--- src/rtl/stream_mux_rr_pkg.sv ---
// Shared types and width helper for the round-robin packet-stream multiplexer.
package stream_mux_pkg;

    typedef enum logic {IDLE, LOCKED} mux_state_e;

    // A single channel still needs a 1-bit select/source field.
    function automatic int sel_w(int n);
        return (n > 1) ? $clog2(n) : 1;
    endfunction

endpackage

--- src/rtl/stream_mux_rr_if.sv ---
// Bundle of the N input streams, the output stream and the selection controls.
interface stream_mux_rr_if
    import stream_mux_pkg::*;
#(
    parameter int WIDTH = 32,
    parameter int N     = 4
);
    localparam int SELW = sel_w(N);

    logic                 mode;
    logic [SELW-1:0]      sel;
    logic [N*WIDTH-1:0]   in_data;
    logic [N-1:0]         in_valid;
    logic [N-1:0]         in_last;
    logic [N-1:0]         in_ready;
    logic [WIDTH-1:0]     out_data;
    logic                 out_last;
    logic [SELW-1:0]      out_src;
    logic                 out_valid;
    logic                 out_ready;

    // The multiplexer itself.
    modport slave (
        input  mode, sel, in_data, in_valid, in_last, out_ready,
        output in_ready, out_data, out_last, out_src, out_valid
    );

    // Producers, consumer and control logic around the multiplexer.
    modport master (
        output mode, sel, in_data, in_valid, in_last, out_ready,
        input  in_ready, out_data, out_last, out_src, out_valid
    );

endinterface

--- src/rtl/stream_mux_rr_arbiter.sv ---
// Combinational round-robin arbiter: rotate requests by ptr, pick the lowest, rotate back.
module rr_arbiter
    import stream_mux_pkg::*;
#(
    parameter  int N    = 4,
    localparam int SELW = sel_w(N)
) (
    input  logic [N-1:0]    req,
    input  logic [SELW-1:0] ptr,
    output logic [N-1:0]    gnt,
    output logic [SELW-1:0] gnt_idx
);

    logic [N-1:0]    rot;
    logic [SELW-1:0] k;
    logic            found;
    logic [SELW:0]   sum;

    // NOTE: every signal gets a default at the top of always_comb so no path leaves it unassigned and infers a latch.
    always_comb begin
        rot   = N'({req, req} >> ptr);
        k     = '0;
        found = 1'b0;
        for (int i = 0; i < N; i++) begin
            if (rot[i] && !found) begin
                k     = SELW'(i);
                found = 1'b1;
            end
        end
        sum = {1'b0, ptr} + {1'b0, k};
        if (sum >= (SELW+1)'(N)) begin
            sum = sum - (SELW+1)'(N);
        end
        gnt_idx = sum[SELW-1:0];
        gnt     = found ? (N'(1) << gnt_idx) : '0;
    end

endmodule

--- src/rtl/stream_mux_rr.sv ---
// N-input packet-stream mux: round-robin or fixed select, packet lock, registered output.
module stream_mux_rr
    import stream_mux_pkg::*;
#(
    parameter  int WIDTH = 32,
    parameter  int N     = 4,
    localparam int SELW  = sel_w(N)
) (
    input  logic            clk,
    input  logic            rst,
    stream_mux_rr_if.slave  bus
);

    mux_state_e      state_q, state_d;
    logic [SELW-1:0] lk_q, lk_d;
    logic            lk_mode_q, lk_mode_d;
    logic [SELW-1:0] rr_ptr_q, rr_ptr_d;

    logic [WIDTH-1:0] out_data_q, out_data_d;
    logic             out_last_q, out_last_d;
    logic [SELW-1:0]  out_src_q, out_src_d;
    logic             out_valid_q, out_valid_d;

    logic [N-1:0]     rr_gnt;
    logic [SELW-1:0]  rr_idx;
    logic [N-1:0]     gnt;
    logic [SELW-1:0]  gnt_idx;
    logic [N-1:0]     in_ready_c;
    logic             load_en;
    logic             accept;
    logic             acc_last;
    logic             mode_eff;
    logic [WIDTH-1:0] data_sel;

    rr_arbiter #(.N(N)) u_arb (
        .req     (bus.in_valid),
        .ptr     (rr_ptr_q),
        .gnt     (rr_gnt),
        .gnt_idx (rr_idx)
    );

    assign load_en = !out_valid_q || bus.out_ready;

    // Grant and ready decode; a locked packet owns the mux whatever mode, sel or other valids do.
    always_comb begin
        gnt     = '0;
        gnt_idx = '0;
        unique case (state_q)
            LOCKED: begin
                gnt     = N'(1) << lk_q;
                gnt_idx = lk_q;
            end
            default: begin
                if (bus.mode) begin
                    gnt     = (N'(1) << bus.sel) & bus.in_valid;
                    gnt_idx = bus.sel;
                end else begin
                    gnt     = rr_gnt;
                    gnt_idx = rr_idx;
                end
            end
        endcase
        in_ready_c = load_en ? gnt : '0;
    end

    always_comb begin
        data_sel = '0;
        for (int i = 0; i < N; i++) begin
            if (gnt[i]) begin
                data_sel = data_sel | bus.in_data[i*WIDTH +: WIDTH];
            end
        end
    end

    assign accept   = |(in_ready_c & bus.in_valid);
    assign acc_last = |(gnt & bus.in_last);
    assign mode_eff = (state_q == LOCKED) ? lk_mode_q : bus.mode;

    // Packet FSM: a packet boundary moves rr_ptr only for arbitrated packets.
    always_comb begin
        state_d   = state_q;
        lk_d      = lk_q;
        lk_mode_d = lk_mode_q;
        rr_ptr_d  = rr_ptr_q;
        if (accept) begin
            if (acc_last) begin
                state_d = IDLE;
                if (!mode_eff) begin
                    rr_ptr_d = (int'(gnt_idx) == N - 1) ? '0 : gnt_idx + SELW'(1);
                end
            end else begin
                state_d   = LOCKED;
                lk_d      = gnt_idx;
                lk_mode_d = mode_eff;
            end
        end
    end

    always_comb begin
        out_valid_d = out_valid_q;
        out_data_d  = out_data_q;
        out_last_d  = out_last_q;
        out_src_d   = out_src_q;
        if (load_en) begin
            out_valid_d = accept;
            if (accept) begin
                out_data_d = data_sel;
                out_last_d = acc_last;
                out_src_d  = gnt_idx;
            end
        end
    end

    // NOTE: sequential state uses non-blocking assignments so every flop samples pre-edge values.
    always_ff @(posedge clk) begin
        if (rst) begin
            state_q   <= IDLE;
            lk_q      <= '0;
            lk_mode_q <= 1'b0;
            rr_ptr_q  <= '0;
        end else begin
            state_q   <= state_d;
            lk_q      <= lk_d;
            lk_mode_q <= lk_mode_d;
            rr_ptr_q  <= rr_ptr_d;
        end
    end

    always_ff @(posedge clk) begin
        if (rst) begin
            out_valid_q <= 1'b0;
            out_data_q  <= '0;
            out_last_q  <= 1'b0;
            out_src_q   <= '0;
        end else begin
            out_valid_q <= out_valid_d;
            out_data_q  <= out_data_d;
            out_last_q  <= out_last_d;
            out_src_q   <= out_src_d;
        end
    end

    assign bus.in_ready  = in_ready_c;
    assign bus.out_data  = out_data_q;
    assign bus.out_last  = out_last_q;
    assign bus.out_src   = out_src_q;
    assign bus.out_valid = out_valid_q;

endmodule
--- src/flat_wrapper.sv ---
// flat-port wrapper written by rule: the top's interface ports become plain ports
module stream_mux_rr_flat import stream_mux_pkg::*;
#(
    parameter  int WIDTH = 32,
    parameter  int N     = 4,
    localparam int SELW  = sel_w(N)
)
  (clk, rst, bus_mode, bus_sel, bus_in_data, bus_in_valid, bus_in_last, bus_out_ready, bus_in_ready, bus_out_data, bus_out_last, bus_out_src, bus_out_valid);
  stream_mux_rr_if #(.WIDTH(WIDTH), .N(N)) bus_i ();
  input  logic clk;
  input  logic rst;
  input wire logic [$bits(bus_i.mode)-1:0] bus_mode;
  input wire logic [$bits(bus_i.sel)-1:0] bus_sel;
  input wire logic [$bits(bus_i.in_data)-1:0] bus_in_data;
  input wire logic [$bits(bus_i.in_valid)-1:0] bus_in_valid;
  input wire logic [$bits(bus_i.in_last)-1:0] bus_in_last;
  input wire logic [$bits(bus_i.out_ready)-1:0] bus_out_ready;
  output wire logic [$bits(bus_i.in_ready)-1:0] bus_in_ready;
  output wire logic [$bits(bus_i.out_data)-1:0] bus_out_data;
  output wire logic [$bits(bus_i.out_last)-1:0] bus_out_last;
  output wire logic [$bits(bus_i.out_src)-1:0] bus_out_src;
  output wire logic [$bits(bus_i.out_valid)-1:0] bus_out_valid;
  assign bus_i.mode = bus_mode;
  assign bus_i.sel = bus_sel;
  assign bus_i.in_data = bus_in_data;
  assign bus_i.in_valid = bus_in_valid;
  assign bus_i.in_last = bus_in_last;
  assign bus_i.out_ready = bus_out_ready;
  assign bus_in_ready = bus_i.in_ready;
  assign bus_out_data = bus_i.out_data;
  assign bus_out_last = bus_i.out_last;
  assign bus_out_src = bus_i.out_src;
  assign bus_out_valid = bus_i.out_valid;
  stream_mux_rr #(.WIDTH(WIDTH), .N(N)) u_core (.clk(clk), .rst(rst), .bus(bus_i));
endmodule
--- config.mk ---
export PLATFORM = sky130hd
export DESIGN_NAME = stream_mux_rr_flat
export DESIGN_NICKNAME = d
export VERILOG_FILES = /design/src/rtl/stream_mux_rr_pkg.sv /design/src/rtl/stream_mux_rr_if.sv /design/src/rtl/stream_mux_rr_arbiter.sv /design/src/rtl/stream_mux_rr.sv /design/src/flat_wrapper.sv
export SDC_FILE = /design/constraint.sdc
export NUM_CORES = 1
export LEC_CHECK = 0
export BUFFER_PORTS_ARGS = -buffer_cell sky130_fd_sc_hd__buf_4
export CAP_MARGIN = 25
export CORE_MARGIN = 5
export CORE_UTILIZATION = 44
export CTS_BUF_LIST = sky130_fd_sc_hd__clkbuf_8
export DETAILED_ROUTE_END_ITERATION = 6
export PLACE_DENSITY_LB_ADDON = 0.1
export SYNTH_ARGS = -nofsm -noshare
export SYNTH_HDL_FRONTEND = slang
export SYNTH_HIERARCHICAL = 1
export SYNTH_SLANG_ARGS = --single-unit
--- constraint.sdc ---
create_clock -name clk -period 4 [get_ports clk]
set_input_delay 0.4 -clock clk [delete_from_list [all_inputs] [get_ports clk]]
set_output_delay 0.4 -clock clk [all_outputs]
set_load 0.02 [all_outputs]
==> impl_metrics.json, run 1 <==
{
  "status": "finished clean",
  "place_congestion": 0.852,
  "worstPathArrival_ns": 3.25,
  "syn_area_per_cell_um2": 9.20,
  "maxCapViolCount": 0,
  "skew_ns": 0.00663,
  "worst_pin_slew_ns": 0.651,
  "ys_types": 47,
  "cts_made_buffers": 5,
  "timing.final.ws_setup_ns": 0.347,
  "synth_most_common_cell": "a22oi_1",
  "combPwrFrac_pct": 67.5,
  "switching_share_pct": 48.1,
  "clk_path_buf_depth": 2,
  "power.share.clock_pct": 10.6,
  "worst_path_max_delay_cell": "dfxtp_1",
  "highest_layer": "met4",
  "startpoint": "u_core/rr_ptr_q[0]",
  "viasPerCell": 5.80,
  "wl_per_cell_um": 17.8,
  "power_density_mw_per_mm2": 721,
  "drt-total-wl_um": 9850,
  "cp_top_family": "compound AO/OA/AOI/OAI gates",
  "crit_buf_inv": 2,
  "slew_headroom_pct": 56.5,
  "ctsHoldBuffers": 0,
  "p_sw_uw": 1490,
  "finalHoldViolCount": 0,
  "wl_met3_um": 792,
  "cts_setup_buffers": 0,
  "pre_cts_ws_ns": 0.648,
  "critical-path-max-stage-delay_ns": 0.54,
  "htreeDepth": 2,
  "yosysTopAreaCell": "dfxtp_1",
  "hp-class": "reg -> reg",
  "start_util_pct": 44.9,
  "clk_latency_ns": 0.29,
  "ioPinCount": 182,
  "antenna_left": 0,
  "synth_edf_count": 0,
  "grt_max_degree": 43,
  "nets": 618,
  "cp_max_fo": 34,
  "ys_async_sr_fraction_pct": 0,
  "ys_warn_count": 6,
  "io_buffers": 181,
  "synth.top_cells.by_area": "dfxtp_1 30%, a22oi_1 17%, a311oi_2 17%",
  "antenna_found_initial": 0,
  "die_h_um": 90.3,
  "synth_seq_cells": 42,
  "start_kind": "flip-flop",
  "synth_cells": 308,
  "cts_tree": "built",
  "power_uw": 3110,
  "p_int_uw": 1620,
  "area_growth_pct": 52.2,
  "setup_tns_ns": 0,
  "peakVddDrop_mv": 0.479,
  "ys_seq_area_share_pct": 29.7,
  "num-fill-cells": 549,
  "antenna_cells": 0,
  "hold_start": "u_core/bus.out_src[1]",
  "routed-wl-met2_um": 4870,
  "rsz0062_at_grt": "false",
  "fp.dieW_um": 90.3,
  "min_period_ns": 3.65,
  "post_cts_resized": 0,
  "multi_input_area_mm2": 0.00183,
  "vias": 3200,
  "first_pass_iters": 5,
  "core_mm2": 0.00631,
  "yosysTopAreaCellShare_pct": 29.7,
  "rows": 29,
  "drt-met1-wl_um": 3890,
  "crit_type": "reg -> out",
  "grt_pass1_wl_um": 15400,
  "dp_hpwl_um": 7500,
  "cts_sinks": 42,
  "synth_common_cells": "64 x a22oi_1, 42 x dfxtp_1, 38 x nor2_1",
  "power_frac_seq_pct": 21.9,
  "fmax_mhz": 274,
  "drv_slew": 0,
  "timing.rr.start": "u_core/rr_ptr_q[0]",
  "worstPathRequired_ns": 3.60,
  "p_leak_uw": 0.00181,
  "grt_overflow_total": 0,
  "synth-main-ff-cell": "dfxtp_1",
  "drt_iter0_markers": 195,
  "cts-root-buf": "clkbuf_8",
  "cts.clk_slew.worst_paths_ns": 0.08,
  "setup_violations": 0,
  "dieArea_mm2": 0.00815,
  "crit_chain": "nand2b_1 -> o221ai_1 -> o21ai_1 -> o221ai_1 -> ha_1 -> a21boi_0 -> nand2_1 -> mux2i_1 -> nand2b_1 -> a31oi_4 -> buf_4 -> and2_1 -> buf_4",
  "drc": 0,
  "synth_area_mm2": 0.00283,
  "syn_nets": 452,
  "endpoint_kind": "output port",
  "grt_usage_pct": 22.6,
  "grt_pass1_vias": 3195,
  "drive_above_1_share_pct": 50.9,
  "seq_area_um2": 841,
  "period_share_pct": 91.3
}
[sequential cells by signal, summed over array words and instances, names as in the netlist]
register              count
u_core/bus.out_data      32
u_core/lk_mode_q          1
u_core/bus.out_last       1
u_core/bus.out_src        2
u_core/lk_q               2
u_core/state_q            1
u_core/rr_ptr_q           2
u_core/bus.out_valid      1
[final timing paths]
path         slack [ns]                       to  cells after the start
max                0.35          bus_in_ready[3]                     13
min                0.47    u_core/bus.out_src[1]                      2
max reg2reg        0.53  u_core/bus.out_data[14]                     15
min reg2reg        0.47    u_core/bus.out_src[1]                      2
[stage by stage]
step	instance area, µm²	std cells	hold WS (ns)	util, %
2_1_floorplan	2830	308	0.445	-
3_3_place_gp	4200	544	0.444	66.6
3_5_place_dp	4200	544	0.452	66.6
4_1_cts	4310	552	0.457	68.3
5_1_grt	4310	552	0.479	68.3
6_report	4310	552	0.470	68.3
[cell type report]
type                            instances  area share [%]
Multi-Input combinational cell        232            42.4
Timing Repair Buffer                  190            33.1
Sequential cell                        42            19.5
Tap cell                               77            2.23
Clock buffer                            5            1.60
Clock inverter                          3           0.957
Inverter                                3           0.261
[worst reg2reg max path, stage by stage, from the launching register on]
cell	delay (ns)
dfxtp_1	0.54
nand2b_1	0.16
o221ai_1	0.11
o21ai_1	0.10
o221ai_1	0.13
ha_1	0.34
a21boi_0	0.25
nand2_1	0.12
mux2i_1	0.20
nand2b_1	0.11
a31oi_4	0.20
a32o_1	0.18
a211o_2	0.12
buf_4	0.36
nor2_1	0.14
a311oi_2	0.31
[cell usage in the layout, fill, tap and decap left out, drive strengths merged, types with 3 or more instances in the layout]
master,count
buf,190
o21ai,9
inv,4
dfxtp,42
a21oi,11
nand2b,6
clkbuf,5
a22oi,65
nand2,15
mux2i,7
and2,6
nor2,38
o31ai,3
nand3,3
nand4,4
a311oi,32
[routing by layer]
layer,up-vias,track usage (%)
li1,1548,-
met1,1476,27.2
met2,154,37.6
met3,22,6.75
met4,0,8.56
met5,-,0
[power by group through the flow]
stage	Sequential (µW)	Combinational (µW)	Clock (µW)
2_1_floorplan	813	1380	0
3_3_place_gp	678	2050	0
3_5_place_dp	686	2090	0
4_1_cts	681	2100	339
5_1_grt	700	2260	360
6_report	681	2100	331
[cell families after synthesis]
family | count (synthesis) | share of synthesized area, %
AOI/OAI and AO/OA | 136 | 44.9
buffers and inverters | 34 | 6.49
DFF | 42 | 29.7
muxes | 8 | 2.87
xor gates and xnor gates | 3 | 0.927
and+or+nand+nor | 83 | 14.3
adders and majority gates | 2 | 0.883
No activity file was read; power rests on OpenSTA's default activity.
==> run 2, diff against run 1 <==
CAP_MARGIN = 20   (was 25)
PLACE_DENSITY = 0.83   (was unset)
PLACE_DENSITY_LB_ADDON = unset   (was 0.1)
==> impl_metrics.json, run 2 (synthesized netlist as in run 1, its figures left out) <==
{
  "worst_path_max_delay_cell": "dfxtp_1",
  "crit_type": "reg -> out",
  "timing.rr.start": "u_core/rr_ptr_q[0]",
  "ioPinCount": 182,
  "worstReg2RegEnd": "u_core/bus.out_data[27]",
  "cp_top_family": "compound AO/OA/AOI/OAI gates",
  "finalHoldViolCount": 0,
  "start_kind": "flip-flop",
  "min_period_ns": 3.67,
  "hold_start": "u_core/bus.out_src[1]",
  "dieArea_mm2": 0.00815,
  "timing.final.ws_setup_ns": 0.325,
  "p_leak_uw": 0.00180,
  "antenna_cells": 0,
  "rr_worst_depth": 14,
  "drt_iter0_markers": 174,
  "layout.cell_area.non_filler_mm2": 0.00430,
  "final_common_cell": "buf_4",
  "rows": 29,
  "power_density_mw_per_mm2": 712,
  "period_share_pct": 91.9,
  "cts.clk_slew.worst_paths_ns": 0.08,
  "largest_reg_flops": 32,
  "fmax_mhz": 272,
  "clk_path_buf_depth": 2,
  "slew_headroom_pct": 52.5,
  "critical_path_depth": 13,
  "cts_setup_buffers": 0,
  "cts-root-buf": "clkbuf_8",
  "fp.dieW_um": 90.3,
  "drive_above_1_share_pct": 50.7,
  "combPwrFrac_pct": 68.9,
  "ctsHoldBuffers": 0,
  "cp_max_fo": 36,
  "rsz0062_at_grt": "false",
  "htreeDepth": 2,
  "pre_cts_ws_ns": 0.567,
  "critical-path-max-stage-delay_ns": 0.54,
  "core_mm2": 0.00631,
  "endpoint_kind": "output port",
  "dp_hpwl_um": 7500,
  "setup_tns_ns": 0,
  "crit_buf_inv": 2,
  "crit_chain": "nand2b_1 -> o221ai_1 -> o21ai_1 -> o221ai_1 -> ha_1 -> a21boi_0 -> nand2_1 -> mux2i_1 -> nand2b_1 -> a31oi_4 -> buf_4 -> and2_1 -> buf_4",
  "grt_pass1_wl_um": 15500,
  "place_congestion": 0.841,
  "worstPathRequired_ns": 3.60,
  "p_int_uw": 1590,
  "peakVddDrop_mv": 0.463,
  "grt_usage_pct": 22.7,
  "final_cell_mix": "186 x buf_4, 64 x a22oi_1, 42 x dfxtp_1",
  "switching_share_pct": 48.0,
  "antenna_left": 0,
  "clk_latency_ns": 0.29,
  "vias": 3119,
  "first_pass_iters": 4,
  "antenna_found_initial": 0,
  "worst_pin_slew_ns": 0.713,
  "post_dp_cell_area_mm2": 0.00421,
  "area_growth_pct": 51.9,
  "cts_tree": "built",
  "grt_max_degree": 43,
  "setup_violations": 0,
  "die_h_um": 90.3,
  "drt-total-wl_um": 9550,
  "wl_per_cell_um": 17.4,
  "post_cts_resized": 0,
  "io_buffers": 181,
  "min_path_cells": 2,
  "power.share.clock_pct": 9.1,
  "viasPerCell": 5.67,
  "grt_overflow_total": 0,
  "r2r_slack_ns": 0.51,
  "p_sw_uw": 1470,
  "holdPathEnd": "u_core/bus.out_src[1]",
  "grt_pass1_vias": 3218,
  "start_util_pct": 44.9,
  "nets": 616,
  "hp-class": "reg -> reg",
  "maxCapViolCount": 0,
  "drc": 0,
  "power_frac_seq_pct": 22.0,
  "status": "finished clean",
  "cts_sinks": 42,
  "drv_slew": 0,
  "skew_ns": 0.00418,
  "cts_made_buffers": 5,
  "worstPathArrival_ns": 3.27
}
-- run 2: worst min-delay path, cell delays in order, from the launching register on --
cell	delay, ns
dfxtp_1	0.32
nand2_1	0.05
a21oi_1	0.05
-- run 2: worst max path at each step --
stage,startpoint,to
after detailed placement,u_core/rr_ptr_q[0],u_core/bus.out_data[14]
after global placement,bus_in_valid[2],u_core/bus.out_data[21]
after floorplan,u_core/rr_ptr_q[0],bus_in_ready[1]
after global routing,u_core/rr_ptr_q[0],bus_in_ready[1]
final,u_core/rr_ptr_q[0],bus_in_ready[1]
after CTS,u_core/rr_ptr_q[0],bus_in_ready[1]
-- run 2: metal layers --
metal	vias up	share of wire [%]	GRT usage, %
met4	0	0.51	4.34
li1	1541	-	-
met2	117	55	43.0
met1	1459	39	26.1
met5	-	0	0
met3	2	5.7	4.75
-- run 2: metrics by stage --
stage / hold slack (ns) / utilization (%) / total power [µW] / std cells
final: 0.463 / 68.2 / 3070 / 550
after global routing: 0.496 / 68.2 / 3290 / 550
after CTS: 0.465 / 68.2 / 3080 / 550
after detailed placement: 0.454 / 66.7 / 2800 / 542
after global placement: 0.443 / 66.7 / 2750 / 542
after floorplan: 0.445 / - / 2190 / 308
-- run 2: power by group through the flow --
stage                     Combinational, µW  Clock, µW  Sequential, µW
final                                  2110        280             675
after global routing                   2290        306             697
after CTS                              2120        286             676
after detailed placement               2120          0             685
after global placement                 2080          0             676
after floorplan                        1380          0             813
-- run 2: area by class of cell --
type                    instances  area, µm²
well taps                      77       96.3
clock inverters                 2       8.76
fillers                       560       2010
multi-input cells             232       1830
clock buffers                   6       82.6
repair buffers                188       1440
inverters                       3       11.3
flip-flops and latches         42        841
==> run 3, diff against run 2 <==
CORE_UTILIZATION = 43   (was 44)
CTS_BUF_LIST = unset   (was sky130_fd_sc_hd__clkbuf_8)
PLACE_DENSITY = 0.81   (was 0.83)
==> impl_metrics.json, run 3 (synthesized netlist as in run 1, its figures left out) <==
{
  "maxCapViolCount": 0,
  "viasPerCell": 5.83,
  "peakVddDrop_mv": 0.417,
  "crit_chain": "nand2b_1 -> o221ai_1 -> o21ai_1 -> o221ai_1 -> ha_1 -> a21boi_0 -> nand2_1 -> mux2i_1 -> nand2b_1 -> a31oi_4 -> buf_4 -> and2_1 -> buf_4",
  "critical-path-max-stage-delay_ns": 0.55,
  "cts_sinks": 42,
  "setup_violations": 0,
  "p_int_uw": 1640,
  "cp_max_fo": 20,
  "dieArea_mm2": 0.00831,
  "endpoint_kind": "output port",
  "core_mm2": 0.00639,
  "rows": 29,
  "worst_path_max_delay_cell": "dfxtp_1",
  "holdWs_ns": 0.465,
  "power.share.clock_pct": 10.5,
  "area_growth_pct": 52.8,
  "fmax_mhz": 274,
  "fp.dieW_um": 91.2,
  "cts_setup_buffers": 0,
  "ctsHoldBuffers": 0,
  "cts-root-buf": "clkbuf_8",
  "num-fill-cells": 544,
  "nets": 619,
  "grt_pass1_vias": 3391,
  "finalHoldViolCount": 0,
  "drv_slew": 0,
  "clk_latency_ns": 0.29,
  "final_common_cell": "buf_4",
  "grt_pass1_wl_um": 16000,
  "wl_met3_um": 816,
  "power_density_mw_per_mm2": 726,
  "hp-class": "reg -> reg",
  "start_util_pct": 44.4,
  "first_pass_iters": 6,
  "start_kind": "flip-flop",
  "p_leak_uw": 0.00182,
  "status": "finished clean",
  "place_congestion": 0.824,
  "period_share_pct": 91.2,
  "p_sw_uw": 1500,
  "largest_reg_flops": 32,
  "pre_cts_ws_ns": 0.600,
  "combPwrFrac_pct": 67.9,
  "cts_tree": "built",
  "post_cts_resized": 0,
  "grt_overflow_total": 0,
  "ioPinCount": 182,
  "drc": 0,
  "final_cell_mix": "190 x buf_4, 64 x a22oi_1, 42 x dfxtp_1",
  "drt-total-wl_um": 10100,
  "rsz0062_at_grt": "false",
  "switching_share_pct": 47.8,
  "clk_path_buf_depth": 2,
  "cts.clk_slew.worst_paths_ns": 0.08,
  "htreeDepth": 2,
  "worstPathArrival_ns": 3.25,
  "r2r_slack_ns": 0.53,
  "crit_type": "reg -> out",
  "antenna_left": 0,
  "slew_headroom_pct": 55.5,
  "grt_max_degree": 43,
  "antenna_found_initial": 0,
  "drt-met1-wl_um": 3830,
  "dp_hpwl_um": 7780,
  "vias": 3222,
  "min_period_ns": 3.65,
  "io_buffers": 181,
  "timing.final.ws_setup_ns": 0.353,
  "power_frac_seq_pct": 21.6,
  "skew_ns": 0.00715,
  "routed-wl-met2_um": 5250,
  "worst_pin_slew_ns": 0.666,
  "antenna_cells": 0,
  "drive_above_1_share_pct": 51.3,
  "highest_layer": "met4",
  "worstPathRequired_ns": 3.60,
  "grt_usage_pct": 23.2,
  "setup_tns_ns": 0,
  "wl_per_cell_um": 18.2,
  "die_h_um": 91.2,
  "cts_made_buffers": 5,
  "drt_iter0_markers": 171
}
[run 3: worst paths after layout]
check	to	startpoint	depth (start not counted)
setup / recovery	bus_in_ready[1]	u_core/rr_ptr_q[0]	13
hold / removal	u_core/bus.out_src[1]	u_core/bus.out_src[1]	2
setup reg to reg	u_core/bus.out_data[1]	u_core/rr_ptr_q[0]	15
hold reg to reg	u_core/bus.out_src[1]	u_core/bus.out_src[1]	2
[run 3: routing by layer]
layer | vias up | track usage (%)
met4 | 0 | 8.19
li1 | 1547 | -
met1 | 1512 | 26.3
met2 | 149 | 41.3
met3 | 14 | 6.69
met5 | - | 0
[run 3: cell type report]
cell class	count	area, µm²	share of cell area, %
repair buffers	191	1450	33.4
clock inverters	3	40.0	0.924
flip-flops and latches	42	841	19.4
inverters	3	11.3	0.260
clock buffers	5	68.8	1.59
multi-input cells	232	1830	42.2
well taps	77	96.3	2.22
[run 3: power groups by stage]
stage                     Combinational, µW  Sequential [µW]  Clock [µW]
after floorplan                        1380              813           0
after global placement                 2080              678           0
after detailed placement               2130              687           0
after CTS                              2130              680         340
after global routing                   2310              701         364
final                                  2130              678         331
[run 3: per-stage QoR]
step | instances | util, % | power (µW) | cell area (µm²)
final | 553 | 67.8 | 3140 | 4330
after global routing | 553 | 67.8 | 3370 | 4330
after CTS | 553 | 67.8 | 3150 | 4330
after detailed placement | 545 | 66.1 | 2810 | 4220
after global placement | 545 | 66.1 | 2760 | 4220
after floorplan | 308 | - | 2190 | 2830
[run 3: critical path, delay by kind of cell, from the launching register on]
family,cells,cell delay [ns]
adder cells (fa/ha/maj),1,0.33
flip-flops,1,0.55
buffers and inverters,2,0.44
AO/OA/AOI/OAI,5,0.90
AND/OR/NAND/NOR,4,0.58
multiplexers,1,0.18
